<file path="config.mk">
export PLATFORM = sky130hd
export DESIGN_NAME = sram_port_arbiter
export DESIGN_NICKNAME = d
export VERILOG_FILES = /design/src/rtl/sram_port_arbiter.sv
export SDC_FILE = /design/constraint.sdc
export NUM_CORES = 1
export LEC_CHECK = 0
export CORE_MARGIN = 5
export CORE_UTILIZATION = 41
export CTS_CLUSTER_DIAMETER = 80
export CTS_CLUSTER_SIZE = 40
export DETAILED_ROUTE_END_ITERATION = 7
export PLACE_DENSITY = 0.83
export SYNTH_ARGS = -nofsm -noshare
export SYNTH_HDL_FRONTEND = slang
export SYNTH_SLANG_ARGS = --single-unit
</file>
<file path="constraint.sdc">
create_clock -name clk -period 3.1 [get_ports clk]
set_input_delay 0.62 -clock clk [delete_from_list [all_inputs] [get_ports clk]]
set_output_delay 0.62 -clock clk [all_outputs]
set_load 0.1 [all_outputs]
</file>
<file path="src/rtl/sram_port_arbiter.sv">
// ---------------------------------------------------------------------------
// sram_port_arbiter
//
// Shares one asynchronous 16-bit external SRAM between the SPI slave path
// ("slave" port) and the Si4463 wireless path ("master" port). Each granted
// request runs one complete read or write cycle. All SRAM pins are registered.
//
// Ports (one identical set per requester, prefix slave_ / master_):
//   p_req      in   request level, held until p_done
//   p_we       in   1 = write, 0 = read
//   p_addr     in   18-bit word address
//   p_be       in   byte enables, [1] upper, [0] lower, active-high
//   p_wdata    in   write data
//   p_grant    out  high for the whole access owned by this port
//   p_done     out  one-cycle pulse at end of access
//   p_rdata    out  read data, valid with p_done, held until next read
// SRAM side:
//   mem_addr   out  SRAM address
//   dout_o     out  write data toward the pad
//   dout_i     in   data from the pad
//   dout_oe    out  pad output enable
//   CE_n, OE_n, WE_n, LB_n, UB_n  out  active-low SRAM controls
//
// Build option: define ARB_MASTER_PRIORITY_EN to make the master port win on
// contention, with a burst counter that forces a pending slave request
// through after MAX_BURST consecutive master grants. Otherwise contention is
// resolved round-robin.
// ---------------------------------------------------------------------------
module sram_port_arbiter #(
    parameter int ACCESS_CYCLES = 4,
    parameter int MAX_BURST     = 8
) (
    input  logic        clk,
    input  logic        reset,

    input  logic        slave_req,
    input  logic        slave_we,
    input  logic [17:0] slave_addr,
    input  logic [1:0]  slave_be,
    input  logic [15:0] slave_wdata,
    output logic        slave_grant,
    output logic        slave_done,
    output logic [15:0] slave_rdata,

    input  logic        master_req,
    input  logic        master_we,
    input  logic [17:0] master_addr,
    input  logic [1:0]  master_be,
    input  logic [15:0] master_wdata,
    output logic        master_grant,
    output logic        master_done,
    output logic [15:0] master_rdata,

    output logic [17:0] mem_addr,
    output logic [15:0] dout_o,
    input  logic [15:0] dout_i,
    output logic        dout_oe,
    output logic        CE_n,
    output logic        OE_n,
    output logic        WE_n,
    output logic        LB_n,
    output logic        UB_n
);

    typedef enum logic [1:0] {IDLE, ACCESS, DONE} state_t;

    localparam logic [3:0] LAST_CNT   = 4'(ACCESS_CYCLES - 1);
    localparam logic [3:0] WE_END_CNT = 4'(ACCESS_CYCLES - 2);

    // Reject illegal configurations at elaboration time.
    generate
        if (ACCESS_CYCLES < 2 || ACCESS_CYCLES > 15 || MAX_BURST < 1 || MAX_BURST > 255) begin : gBadParams
            $error("sram_port_arbiter: ACCESS_CYCLES or MAX_BURST out of range");
        end
    endgenerate

    state_t      state_q;
    logic [3:0]  cycleCnt_q;
    logic        we_q;
    logic        pickMaster_d;
    logic        selWe_d;
    logic [17:0] selAddr_d;
    logic [1:0]  selBe_d;
    logic [15:0] selWdata_d;

`ifdef ARB_MASTER_PRIORITY_EN
    localparam logic [7:0] BURST_LIMIT = 8'(MAX_BURST);

    logic [7:0] burstCnt_q;

    // Master wins contention unless it has already taken MAX_BURST grants in
    // a row while the slave was waiting.
    always_comb begin
        pickMaster_d = master_req;
        if (master_req && slave_req && (burstCnt_q >= BURST_LIMIT)) begin
            pickMaster_d = 1'b0;
        end
    end

    // Counts master grants taken while the slave was kept waiting; any slave
    // grant or slave-idle IDLE cycle starts the count over.
    always_ff @(posedge clk or posedge reset) begin
        if (reset) begin
            burstCnt_q <= 8'd0;
        end else if (state_q == IDLE) begin
            if (!slave_req) begin
                burstCnt_q <= 8'd0;
            end else if (pickMaster_d) begin
                burstCnt_q <= burstCnt_q + 8'd1;
            end else begin
                burstCnt_q <= 8'd0;
            end
        end
    end
`else
    logic lastOwner_q;  // 1 = master owned the previous access

    // On contention the port that did not own the previous access wins.
    always_comb begin
        pickMaster_d = master_req && (!slave_req || !lastOwner_q);
    end

    always_ff @(posedge clk or posedge reset) begin
        if (reset) begin
            lastOwner_q <= 1'b1;
        end else if (state_q == IDLE && (slave_req || master_req)) begin
            lastOwner_q <= pickMaster_d;
        end
    end
`endif

    // Request fields of whichever port wins this IDLE cycle.
    always_comb begin
        selWe_d    = slave_we;
        selAddr_d  = slave_addr;
        selBe_d    = slave_be;
        selWdata_d = slave_wdata;
        if (pickMaster_d) begin
            selWe_d    = master_we;
            selAddr_d  = master_addr;
            selBe_d    = master_be;
            selWdata_d = master_wdata;
        end
    end

    // Access sequencer. Address, byte enables and write data are captured
    // straight into the pin registers at grant time, so they stay frozen for
    // the whole access regardless of what the requester does afterwards.
    // WE_n releases one count early to give data-hold margin before CE_n rises.
    always_ff @(posedge clk or posedge reset) begin
        if (reset) begin
            state_q      <= IDLE;
            cycleCnt_q   <= 4'd0;
            we_q         <= 1'b0;
            slave_grant  <= 1'b0;
            master_grant <= 1'b0;
            slave_done   <= 1'b0;
            master_done  <= 1'b0;
            slave_rdata  <= 16'd0;
            master_rdata <= 16'd0;
            mem_addr     <= 18'd0;
            dout_o       <= 16'd0;
            dout_oe      <= 1'b0;
            CE_n         <= 1'b1;
            OE_n         <= 1'b1;
            WE_n         <= 1'b1;
            LB_n         <= 1'b1;
            UB_n         <= 1'b1;
        end else begin
            slave_done  <= 1'b0;
            master_done <= 1'b0;
            unique case (state_q)
                IDLE: begin
                    if (slave_req || master_req) begin
                        slave_grant  <= !pickMaster_d;
                        master_grant <= pickMaster_d;
                        we_q         <= selWe_d;
                        mem_addr     <= selAddr_d;
                        LB_n         <= ~selBe_d[0];
                        UB_n         <= ~selBe_d[1];
                        CE_n         <= 1'b0;
                        OE_n         <= selWe_d;
                        WE_n         <= ~selWe_d;
                        dout_oe      <= selWe_d;
                        if (selWe_d) begin
                            dout_o <= selWdata_d;
                        end
                        cycleCnt_q   <= 4'd0;
                        state_q      <= ACCESS;
                    end
                end
                ACCESS: begin
                    if (cycleCnt_q == LAST_CNT) begin
                        if (!we_q) begin
                            if (master_grant) begin
                                master_rdata <= dout_i;
                            end else begin
                                slave_rdata <= dout_i;
                            end
                        end
                        master_done <= master_grant;
                        slave_done  <= slave_grant;
                        CE_n        <= 1'b1;
                        OE_n        <= 1'b1;
                        WE_n        <= 1'b1;
                        LB_n        <= 1'b1;
                        UB_n        <= 1'b1;
                        dout_oe     <= 1'b0;
                        state_q     <= DONE;
                    end else begin
                        if (cycleCnt_q == WE_END_CNT) begin
                            WE_n <= 1'b1;
                        end
                        cycleCnt_q <= cycleCnt_q + 4'd1;
                    end
                end
                DONE: begin
                    slave_grant  <= 1'b0;
                    master_grant <= 1'b0;
                    state_q      <= IDLE;
                end
                default: begin
                    state_q <= IDLE;
                end
            endcase
        end
    end

endmodule

</file>
# [Word level (Yosys, flattened, before mapping)]
# Cells that the tools add are included.
# Widths: inputs -> output; s select.
[classes] shifts=0 add_sub_neg=1 n_lt_le_gt_ge=0 multipliers=0 n_div=0 eq_ne=8 n_mux=33 bitwise=5 reduce_logical=19
[op_table] operator="$mux 18" count=1
[op_table] operator="$mux 1" count=16
[op_table] operator="$mux 16" count=1
[op_table] operator="$pmux 1 s2" count=8
[op_table] operator="$reduce_and 3->1" count=4
[op_table] operator="$eq 4x2->1 const B" count=2
[op_table] operator="$mux 4" count=2
[op_table] operator="$pmux 4 s2" count=1
[op_table] operator="$reduce_and 4->1" count=2
[op_table] operator="$mux 2" count=3
[op_table] operator="$reduce_and 2->1" count=3
[op_table] operator="$not 1->1" count=5
[op_table] operator="$add 4x1->4 const B" count=1
[op_table] operator="$ne 2x2->1 const B" count=2
[op_table] operator="$pmux 2 s2" count=1
[op_table] operator="$reduce_bool 2->1" count=2
[op_table] operator="$logic_not 1->1" count=3
[op_table] operator="$ne 3x3->1 const B" count=1
[op_table] operator="$eq 2x1->1 const B" count=1
[op_table] operator="$eq 2x2->1 const B" count=1
[op_table] operator="$logic_and 1x1->1" count=2
[op_table] operator="$logic_not 2->1" count=1
[op_table] operator="$logic_or 1x1->1" count=2
[op_table] operator="$ne 2x1->1 const B" count=1
[totals] ram_bits=0 reg_bits=84 romBits=0 latch_bits=0 n_memories=0

# [Longest topological paths before layout]
# Gate-level depths: netlist of the first run.
[depth] ltp_word=7 depth_mapped=7 depth_no_buf=6

# [Worst setup path after synthesis of the first run]
# Ideal clock, no wire load.
[synth_path] path_type="register -> register" startpoint="reg master_grant" endpoint="reg slave_rdata[0]" arrival_time_ps=1847 stages_incl_launch_ff=5 setup_time_ps=125 setup_slack_ps=1128 cell_sequence="dfrtp_1 -> or3_1 -> buf_6 -> buf_12 -> mux2_4"
[synth_via] elab_chain_cells=2
[synth_lines] item="start, declared" line="50" rtl="output logic master_grant,"
[synth_lines] item="start signal, assigned" line="176" rtl="master_grant <= pickMaster_d;"
[synth_lines] item="$not 1->1 (no line)"
[synth_lines] item="$reduce_and 4->1 (no line)"
[synth_lines] item="end signal, assigned" line="198" rtl="slave_rdata <= dout_i;"
[synth_lines] item="end, declared" line="43" rtl="output logic [15:0] slave_rdata,"
# Every way passes these cells.
# A chain may end at the register's enable or synchronous reset.

# [Final worst setup path of the first run]
[layout_path] startpoint="in master_req" endpoint="reg dout_o[9]"
[layout_via] elab_chain_cells=3 elab_cells_between_ends=5
[layout_lines] item="start, declared" line="45" rtl="input logic master_req,"
[layout_lines] item="$logic_and 1x1->1" line="120" rtl="pickMaster_d = master_req && (!slave_req || !lastOwner_q);"
[layout_lines] item="$mux 1" line="138" rtl="if (pickMaster_d) begin"
[layout_lines] item="$reduce_and 3->1 (no line)"
[layout_lines] item="end signal, assigned" line="186" rtl="dout_o <= selWdata_d;"
[layout_lines] item="end, declared" line="55" rtl="output logic [15:0] dout_o,"
# Several ways; a longest one is shown, not always the timed one.

==> summary.md, run 1 <==
| Metric | Value |
|---|---|
| Fin. Hold Viols | 0 |
| Post-route antenna net violation count | 0 |
| GRT overflow | 0 |
| CP top delay family | simple AND/OR/NAND/NOR gates |
| CP Data Arrival Time | between 2000 and 3000 ps |
| I/O Buffers | ~170 |
| Fin nets | 570 |
| Area leader, netlist | dfrtp_1 |
| DRT met1 WL | about 4000 um |
| Area growth syn-to-layout | 49.29% |
| Clk slew on worst S/H paths | about 80 ps |
| Die area | approximately 11000 um2 |
| Critical Path Fanout Max | 16 |
| Io pins | between 150 and 200 |
| Slew margin rel. | 0.3747 |
| WP data required | about 3300 ps |
| Cts hold-fix bufs | 0 |
| Non-filler instance count after layout | about 600 |
| Worst-Margin Slew | approximately 940 ps |
| H-Tree Depth | 3 |
| Skew final | just under 10 ps |
| Post-CTS Setup Bufs | 0 |
| Mapped Cells | 303 |
| Syn Nets | roughly 400 |
| Vias in the first global route | about 3200 |
| Max incr delay on CP | 560 ps |
| RSZ-0062 raised after global routing | false |
| Hold crit path type | reg -> reg |
| First-pass DRT Iterations | 4 |
| Synth top area cells | dfrtp_1 54%, mux2_2 6.8%, o221a_2 5.0% |
| Synth warn | 0 |
| Critical Path Sink Type | flip-flop |
| Die Wd | approximately 100 um |
| GRT Total Usage | 0.1822 |
| Worst Setup Start Kind | input port |
| Syn Area/Cell | approximately 12 um2 |
| Diode count | 0 |
| Row cnt | 34 |
| Clk buf depth | 2 |
| Largest net degree at the start of global routing | 45 |
| Met3 WL | between 700 and 800 um |
| Share of layout cells above drive strength 1 | 0.3633 |
| Drc violations | 0 |
| Setup TNS | 0 ps |
| Via count | between 3000 and 4000 |
| Fmax | around 420 MHz |
| Cell count after placement | 571 |
| Top layer in use | met4 |
| Synth top area share | 0.5385 |
| First-pass GRT wire length | 16260 um |
| Drt wl/cell | 16.66 um |
| Synthesized flop and latch total | 84 |
| Gpl congestion | about 0.8 |
| Post-cts gate resize count | 0 |
| Fin. max-slew vios | 0 |
| Status | finished clean |
| CTS tree | done |
| Die Ht | around 100 um |
| Worst-Skew Late Latency | between 300 and 400 ps |
| Maxcap violations | 0 |
| Synth Cell Area | 3625 um2 |
| Final Setup Violations | 0 |
| Final period utilization | 0.7735 |
| Root Driver | clkbuf_8 |
| Worst-path cell chain | clkdlybuf4s50_1 > a21boi_2 > nand3_1 > or2_2 > o221a_2 |
| Commonest non-fill, non-tap cell in the layout | clkdlybuf4s50_1 |
| Antenna violations before repair | 0 |
| Hold slack | between 400 and 500 ps |
| Core area | ~8700 um2 |
| Vias per cell | between 5 and 6 |
| Sequential-to-total area share from yosys stat | 0.5820 |
| Crit-path slowest cell | clkdlybuf4s50_1 |
| Commonest non-fill, non-tap cells in the layout | 93 x clkdlybuf4s50_1, 83 x buf_4, 78 x dfrtp_1 |
| Clk sinks | 84 |
| Min cycle time layout | 2398 ps |
| Buf/Inv on CP | 1 |
| Count of cell types in the netlist | 40 |
| Initial DRC Count | 112 |
| TritonCTS Buffers | 9 |
| Initial core utilization | 0.4177 |
| WS Path Type | in -> reg |
| Met2 Wirelength | ~4700 um |
| WL final | between 9000 and 10000 um |
| Hpwl dp | between 7000 and 8000 um |
stage by stage:
stage,area (um2),utilization,setup WS (ps)
CTS,5411,0.6236,735.2
floorplan,3625,-,324.8
global placement,5215,0.6009,455.9
finish,5411,0.6236,702.2
detailed placement,5215,0.6009,365.5
global route,5411,0.6236,635.6
kinds of logic (layout without fill, tap and decap cells):
kind of cell	count (synthesis)	in the layout	share of synthesized area
compound gates	54	54	0.1184
mux	37	37	0.1243
buf+inv	23	199	0.03487
simple gates	103	103	0.1336
flops	84	84	0.5820
fa+ha+maj	2	2	0.006903
cell usage after synthesis (all sizes together):
cell type  instances
o22ai              1
a211o              1
o31ai              1
mux2              34
o21ai              5
mux2i              3
inv                7
o21a               2
buf                9
nand2             46
a2bb2oi            1
a21oi              4
dfstp              6
a31oi             19
or2               16
nand3b             1
nand3              4
and2               2
nor2              27
a31o               1
o221ai             1
or3                2
nor3               3
nor2b              2
o221a             16
a21boi             1
ha                 2
clkbuf             7
dfrtp             78
o31a               1
per-layer routing:
metal / GRT usage / vias to the layer above
met5: 0 / -
met4: 0.08048 / 0
met3: 0.05214 / 23
met2: 0.3010 / 135
met1: 0.2208 / 1453
li1: - / 1409
worst register-to-register path, delay by kind of cell, from the launching register on:
family / cells / cell delay (ps)
fa+ha+maj: 1 / 230
flops: 1 / 410
simple gates: 3 / 1060
mux: 1 / 450
final cells by class:
type | count | area [um2]
Inverter | 7 | 27.53
Clock buffer | 15 | 166.4
Fill cell | 702 | 3267
Sequential cell | 84 | 2110
Timing Repair Buffer | 176 | 1554
Clock inverter | 1 | 30.03
Multi-Input combinational cell | 196 | 1389
Tap cell | 108 | 135.1
final timing paths:
| path | startpoint | end | slack (ps) | cells past startpoint |
|---|---|---|---|---|
| max | master_req | dout_o[9] | 700 | 5 |
| min | CE_n | CE_n | 480 | 2 |
| max reg2reg | cycleCnt_q[0] | slave_rdata[14] | 820 | 5 |
| min reg2reg | CE_n | CE_n | 480 | 2 |
| max in group asynchronous | reset | LB_n | 1670 | 3 |
| min in group asynchronous | reset | mem_addr[6] | 670 | 2 |
flip-flops by register name (all words and copies together), names as in the netlist:
register	cells
LB_n	1
slave_grant	1
master_rdata	16
we_q	1
master_done	1
mem_addr	18
dout_o	16
cycleCnt_q	4
state_q	2
WE_n	1
master_grant	1
lastOwner_q	1
CE_n	1
dout_oe	1
OE_n	1
slave_rdata	16
UB_n	1
slave_done	1
Power of run 1 is not shown: default switching activity piles up to over one toggle a cycle in this logic, so the estimate is an artifact.
==> inputs of run 2 (changes only) <==
- clock period: 3.1 -> 2.3 ns (I/O delays scaled with it)
==> run 2 against run 1 <==
Die area did not move. Sequential share of layout area decreased by 0.35 points. Register-to-register slack got worse by 480 ps. Largest cell class unchanged. Core utilization grew 0.56 points. First-iteration DRC count fell by 7.1%. Critical path depth up 1. Non-clock buffer count grew 4. Final cell count up 0.68%. Hold slack got worse by 5.5 ps. Setup slack got worse by 360 ps. Clock skew up 3.5 ps. Flip-flop and latch count unchanged.
==> summary.md, run 2 (synthesized netlist as in run 1, its figures left out) <==
| Metric | Value |
|---|---|
| Min cycle time layout | a little under 2000 ps |
| Skew final | between 10 and 15 ps |
| Clk sinks | between 80 and 90 |
| First-pass GRT wire length | roughly 16000 um |
| First-pass DRT Iterations | 4 |
| WS Path Type | reg -> reg |
| Fmax | 509.5 MHz |
| TritonCTS Buffers | 9 |
| Vias in the first global route | ~3200 |
| Cts hold-fix bufs | 0 |
| RSZ-0062 raised after global routing | false |
| Max reg flops | 18 |
| Critical Path Fanout Max | 16 |
| Largest net degree at the start of global routing | 85 |
| Gpl congestion | about 0.77 |
| Initial DRC Count | roughly 100 |
| Post-CTS Setup Bufs | 0 |
| Status | finished clean |
| Cells on worst reg2reg path | 6 |
| Post-route antenna net violation count | 0 |
| Antenna violations before repair | 0 |
| Fin nets | approximately 570 |
| Worst-Margin Slew | between 400 and 500 ps |
| Final Setup Violations | 0 |
| Clk slew on worst S/H paths | 80 ps |
| I/O Buffers | 169 |
| Die Ht | roughly 100 um |
| Io pins | 170 |
| Setup TNS | 0 ps |
| Drt wl/cell | ~16 um |
| Share of layout cells above drive strength 1 | 0.3685 |
| Area growth syn-to-layout | 50.64% |
| Worst-Skew Late Latency | 330 ps |
| GRT Total Usage | 0.1768 |
| Maxcap violations | 0 |
| Worst Setup Start Kind | flip-flop |
| Worst-path cell chain | ha_1 > nor2b_2 > nand3_2 > or3_1 > buf_4 > mux2_4 |
| Clk buf depth | 2 |
| Crit Reg-Reg Startpoint | cycleCnt_q[0] |
| Reg2reg end | slave_rdata[12] |
| Die area | between 10000 and 15000 um2 |
| H-Tree Depth | 3 |
| Initial core utilization | 0.4177 |
| Flop2flop setup slack | between 300 and 400 ps |
| Root Driver | clkbuf_8 |
| Crit-path slowest cell | dfrtp_1 |
| Die Wd | approximately 100 um |
| CP Data Arrival Time | approximately 2200 ps |
| Diode count | 0 |
| Via count | 2987 |
| Hpwl dp | 7318 um |
| Max incr delay on CP | about 410 ps |
| CTS tree | done |
| Slew margin rel. | 0.6976 |
| Vias per cell | between 5 and 6 |
| Hold crit path type | reg -> reg |
| Fin. Hold Viols | 0 |
| Core area | 8678 um2 |
| Commonest non-fill, non-tap cell in the layout | clkdlybuf4s50_1 |
| Commonest non-fill, non-tap cells in the layout | 93 x clkdlybuf4s50_1, 85 x buf_4, 78 x dfrtp_1 |
| WP data required | about 2500 ps |
| GRT overflow | 0 |
| WL final | roughly 9500 um |
| Crit path capture | slave_rdata[12] |
| Row cnt | 34 |
| Post-cts gate resize count | 0 |
| Largest reg by FF count | mem_addr |
| Drc violations | 0 |
| Fin. max-slew vios | 0 |
| Critical path startpoint | cycleCnt_q[0] |
| Final period utilization | 0.8533 |
| Critical Path Sink Type | flip-flop |
## run 2: through the flow
stage / hold WS, ps / setup slack [ps] / area [um2] / std cells / utilization
after CTS: 481.0 / 321.7 / 5460 / 591 / 0.6292
after global placement: 453.5 / 66.14 / 5273 / 575 / 0.6076
after global routing: 513.2 / 237.5 / 5460 / 591 / 0.6292
final: 473.9 / 337.5 / 5460 / 591 / 0.6292
after detailed placement: 470.3 / 45.43 / 5273 / 575 / 0.6076
after floorplan: 479.8 / 328.0 / 3628 / 303 / -
## run 2: worst max-delay path: cells and delay by family (launching register included)
| family | cells | cell delay [ps] |
|---|---|---|
| simple gates | 3 | 650 |
| flops | 1 | 410 |
| mux | 1 | 320 |
| fa+ha+maj | 1 | 230 |
| buf+inv | 1 | 230 |
## run 2: per-layer routing
layer  vias up  global-route usage  share of wire
li1       1413                   -              -
met3        12             0.06021          0.082
met5         -                   0              0
met4         0             0.06846          0.019
met1      1435              0.2187           0.41
met2       127              0.2851           0.49
## run 2: worst min-delay path by stage
stage               start   end  slack (ps)  depth (start not counted)
floorplan            we_q  we_q         480                          1
global placement     CE_n  CE_n         450                          2
detailed placement   CE_n  CE_n         470                          2
CTS                  CE_n  CE_n         480                          2
global route         CE_n  CE_n         510                          2
finish               CE_n  CE_n         470                          2
## run 2: cell type report
| cell class | instances | area (um2) |
|---|---|---|
| fill | 706 | 3218 |
| sequential | 84 | 2110 |
| tap | 108 | 135.1 |
| clock inverter | 2 | 35.03 |
| multi-input combinational | 196 | 1389 |
| timing repair buffer | 180 | 1609 |
| inverter | 7 | 30.03 |
| clock buffer | 14 | 152.6 |
Power of run 2 is left out for the same reason.
==> inputs of run 3 (changes only) <==
- CAP_MARGIN: not set -> 5
==> results of run 3 <==
No change in the layout: final DEF, timing and power equal those of run 2.
Power of run 3 is left out for the same reason.
==> RTL edit 1: new RTL, flow settings as in run 1 <==
Build with the macro `ARB_MASTER_PRIORITY_EN` defined.
--- a/src/rtl/sram_port_arbiter.sv
+++ b/src/rtl/sram_port_arbiter.sv
@@ -28,2 +28,4 @@
 // ---------------------------------------------------------------------------
+`define ARB_MASTER_PRIORITY_EN
+
 module sram_port_arbiter #(
Function: changed (a bounded check fails within 4 cycles, from zero or initial values and one cycle with reset high).
==> RTL edit 1 against run 1 <==
- sequential share of layout area shrank 0.29 points
- worst setup slack gained 0.20 ns
- routed wire length up 9.5%
- synthesized cell count is 1.3% higher
- register-to-register slack better by 0.09 ns
- core utilization is 1.1 points lower
- sequential cell count is 7 higher
- synthesized area increased by 10%
- design area grew 9.1%
- critical path type is now reg -> reg
- largest cell class unchanged
Power is left out: the tool's default activity adds up to more than one toggle a clock period on the data nets, which glitch-free logic cannot reach.
==> RTL edit 1: results (changes against run 1) <==
first-pass GRT wire length=17200 um (+5.6%); worst clock skew=0.0110 ns (+0.00111 ns); Hold WS=0.468 ns (-0.0113 ns); layout cells sized above 1=38.0% (+1.6 points); CTS max path bufs=2 (unchanged); top cells by area, synth=dfrtp_1 (54%), mux2_2 (19%), a221o_1 (4.5%); wire per inst=17.2 um (+3.2%); Vias=3161 (+4.7%); vias in the first global route=3506 (+9.7%); Hold Crit Class=reg -> reg; hold_buf cts=0 (unchanged); Clock transition at path regs=0.09 ns; antenna cell count=0 (unchanged); max FFs per register=18 (unchanged); R2R setup slack=0.91 ns (+0.09 ns); routability cong.=0.795 (-0.89%); DP HPWL=8140 um (+6.9%); CP max FO=16 (unchanged); DP Area=5700 sq um (+9.3%); synth unique cells=45 (+13%); DP Worst Slack=0.566 ns (+0.201 ns); synth cell count leaders=dfrtp_1 (86), mux2_2 (66), and3_1 (19); # fillers=789 (+12%); critical path arrival=2.43 ns (-0.19 ns); IO buf count=169 (unchanged); post-route ant nets=0 (unchanged); Root Buffer=clkbuf_8; drt initial violations=122 (+8.9%); antenna violations before repair=0 (unchanged); status=completed; DR pass1 iterations=5 (+1); Largest Register=mem_addr; Post-layout nets=583 (+2.3%); Setup Fix Bufs, Post-CTS=0 (unchanged); Worst-Margin Slew=0.805 ns (-0.133 ns); Final Cycle Share=70.8% (-6.6 points); register area share after synthesis=57.0% (-1.2 points); largest net degree at the start of global routing=38 (-16%); CTS Buf Count=9 (unchanged); H-tree depth=3 (unchanged); gr usage total=18.5% (+0.25 points); synth warn=0 (unchanged); Post-Syn Nets=405 (+1.5%)
[RTL edit 1: changes by cell type after synthesis, sizes merged, moves of 8 or more]
cell,run 1,this run
mux2,34,66
nand2,46,16
and3,0,19
a221o,0,18
o221a,16,0
a31oi,19,4
or2,16,1
nor2,27,13
dfrtp,78,86
[RTL edit 1: per-stage QoR]
stage / utilization, % / instances
floorplan: - / 307
global placement: 59.2 / 607
detailed placement: 59.2 / 607
CTS: 61.2 / 623
global route: 61.2 / 623
finish: 61.2 / 623
[RTL edit 1: final timing paths]
path                            start               to  depth (start not counted)
setup reg to reg           state_q[1]  master_rdata[8]                          5
hold reg to reg                  CE_n             CE_n                          2
min in group asynchronous       reset    burstCnt_q[6]                          2
setup / recovery           state_q[1]  master_rdata[8]                          5
max in group asynchronous       reset             UB_n                          3
hold / removal                   CE_n             CE_n                          2
[RTL edit 1: area by class of cell]
cell class	count	area (sq um)	area share, %
inverters	8	31.3	0.530
flip-flops and latches	91	2280	38.7
clock buffers	9	124	2.10
clock inverters	7	76.3	1.29
multi-input cells	195	1620	27.5
repair buffers	180	1600	27.1
well taps	133	166	2.82
[RTL edit 1: routing by layer]
metal,GRT usage [%],wire length (um)
met1,22.7,4380
met5,0,0
met4,7.30,145
met2,31.0,5180
met3,4.97,991
[RTL edit 1: logic make-up after synthesis]
logic type      count (synthesis)  synth area share (%)
xor+xnor                        6                  1.31
fa+ha+maj                       4                  1.25
buf+inv                        21                  2.53
flops                          91                  57.0
mux                            67                  18.8
simple gates                   76                  10.3
compound gates                 42                  8.81
[RTL edit 1: critical path: stages (launching register included)]
cell and delay (ns):
dfrtp_1 0.45, and2b_1 0.26, nand3_1 0.21, clkinv_1 0.30, nand3b_2 0.46, mux2_2 0.39
==> RTL edit 2: new RTL, flow settings as in run 1 <==
Without the edit above. Re-encode `state_t` (3 states) as one-hot, 3 bits wide.
--- a/src/rtl/sram_port_arbiter.sv
+++ b/src/rtl/sram_port_arbiter.sv
@@ -64,3 +64,3 @@
 
-    typedef enum logic [1:0] {IDLE, ACCESS, DONE} state_t;
+    typedef enum logic [2:0] {IDLE = 3'b001, ACCESS = 3'b010, DONE = 3'b100} state_t;
 
Behaviour: same outputs for any inputs over 4 cycles, from zero or initial values and one cycle with reset high; so few cycles prove little.
==> RTL edit 2 against run 1 <==
- sequential cell count rose by 1
- highest routed layer unchanged
- sequential share of layout area rose by 0.48 points
- worst setup slack improved by 0.092 ns
- design area is essentially flat
- routed wire length down 5.6%
- largest cell class unchanged
- critical path type is now reg -> reg
- die area fell by 0.47%
- synthesized area decreased by 0.52%
Power is not shown: default switching activity piles up to over one toggle a cycle in this logic, so the estimate is an artifact.
==> RTL edit 2: results (changes against run 1) <==
status=completed; largest net degree at the start of global routing=58 (+29%); DP HPWL=7110 um (-6.7%); vias in the first global route=2980 (-6.8%); Synth Instances=274 (-9.6%); post-cts sizing count=0 (unchanged); drt initial violations=91 (-19%); critical path arrival=2.58 ns (-0.04 ns); Post-Syn Nets=370 (-7.3%); layout cells sized above 1=32.2% (-4.1 points); CP max FO=18 (+2); Setup Fix Bufs, Post-CTS=0 (unchanged); synth cell count leaders=dfrtp_1 (78), nand2_1 (29), mux2_2 (22); register area share after synthesis=59.2% (+1.0 points); Top delay family on crit path=compound AO/OA/AOI/OAI gates; Slowest-stage cell, CP=a21oi_2; Vias=2822 (-6.6%); Critical Path Max Stage Delay=0.68 ns (+0.12 ns); GR Util met1=20.1% (-2.0 points); first-pass GRT wire length=14800 um (-9.2%); # fillers=703 (+0.14%); top cells by area, synth=dfrtp_1 (54%), mux2_2 (6.9%), mux2i_1 (5.8%); synth unique cells=39 (-2.5%); met3 GRT Util=5.29% (+0.072 points); Post-synth ARST share=100% (unchanged); DP Area=5230 sq um (+0.29%); DP Worst Slack=0.606 ns (+0.241 ns); Final Routed Wirelength=9230 um (-5.6%); routability cong.=0.787 (-1.8%); relative slew slack=38.4% (+0.92 points); worst clock skew=0.0108 ns (+0.000946 ns); met2 Track Usage GR=27.5% (-2.6 points); gr usage total=16.9% (-1.3 points); Avg Vias per Cell=5.08 (-1.2%)
[RTL edit 2: changes by cell type after synthesis, sizes merged, moves of 15 or more]
cell	run 1	this run
nor2	27	4
a31oi	19	1
mux2i	3	21
nand2	46	29
o21a	2	19
o221a	16	0
o32a	0	16
or2	16	1
[RTL edit 2: per-layer routing]
layer  vias to the layer above  wire length [um]  share of wire, %
li1                       1329                 -                 -
met1                      1352              3660                40
met2                       120              4630                50
met3                        21               684               7.4
met4                         0               257               2.8
met5                         -                 0                 0
[RTL edit 2: final timing paths]
| kind | startpoint | endpoint | slack, ns | cells after the start |
|---|---|---|---|---|
| min in group asynchronous | reset | master_rdata[6] | 0.60 | 2 |
| min reg2reg | CE_n | CE_n | 0.47 | 2 |
| max | state_q[0] | dout_o[1] | 0.79 | 4 |
| min | CE_n | CE_n | 0.47 | 2 |
| max reg2reg | state_q[0] | dout_o[1] | 0.79 | 4 |
| max in group asynchronous | reset | CE_n | 1.77 | 3 |
[RTL edit 2: final cells by class]
class,instances,area (sq um),area share (%)
Clock buffer,9,124,2.29
Clock inverter,7,58.8,1.09
Inverter,4,16.3,0.301
Multi-Input combinational cell,169,1390,25.6
Sequential cell,85,2140,39.5
Tap cell,108,135,2.50
Timing Repair Buffer,173,1560,28.8
[RTL edit 2: worst reg2reg max path, delay by kind of cell (launching register included)]
family	cells	cell delay [ns]
simple gates	1	0.51
flops	1	0.57
compound gates	3	1.17
[RTL edit 2: cells by family after synthesis]
kind of cell | after synthesis | synth area share [%]
compound gates | 66 | 13.5
xor+xnor | 1 | 0.243
fa+ha+maj | 2 | 0.694
buf+inv | 20 | 2.95
flops | 85 | 59.2
mux | 53 | 16.9
simple gates | 47 | 6.52
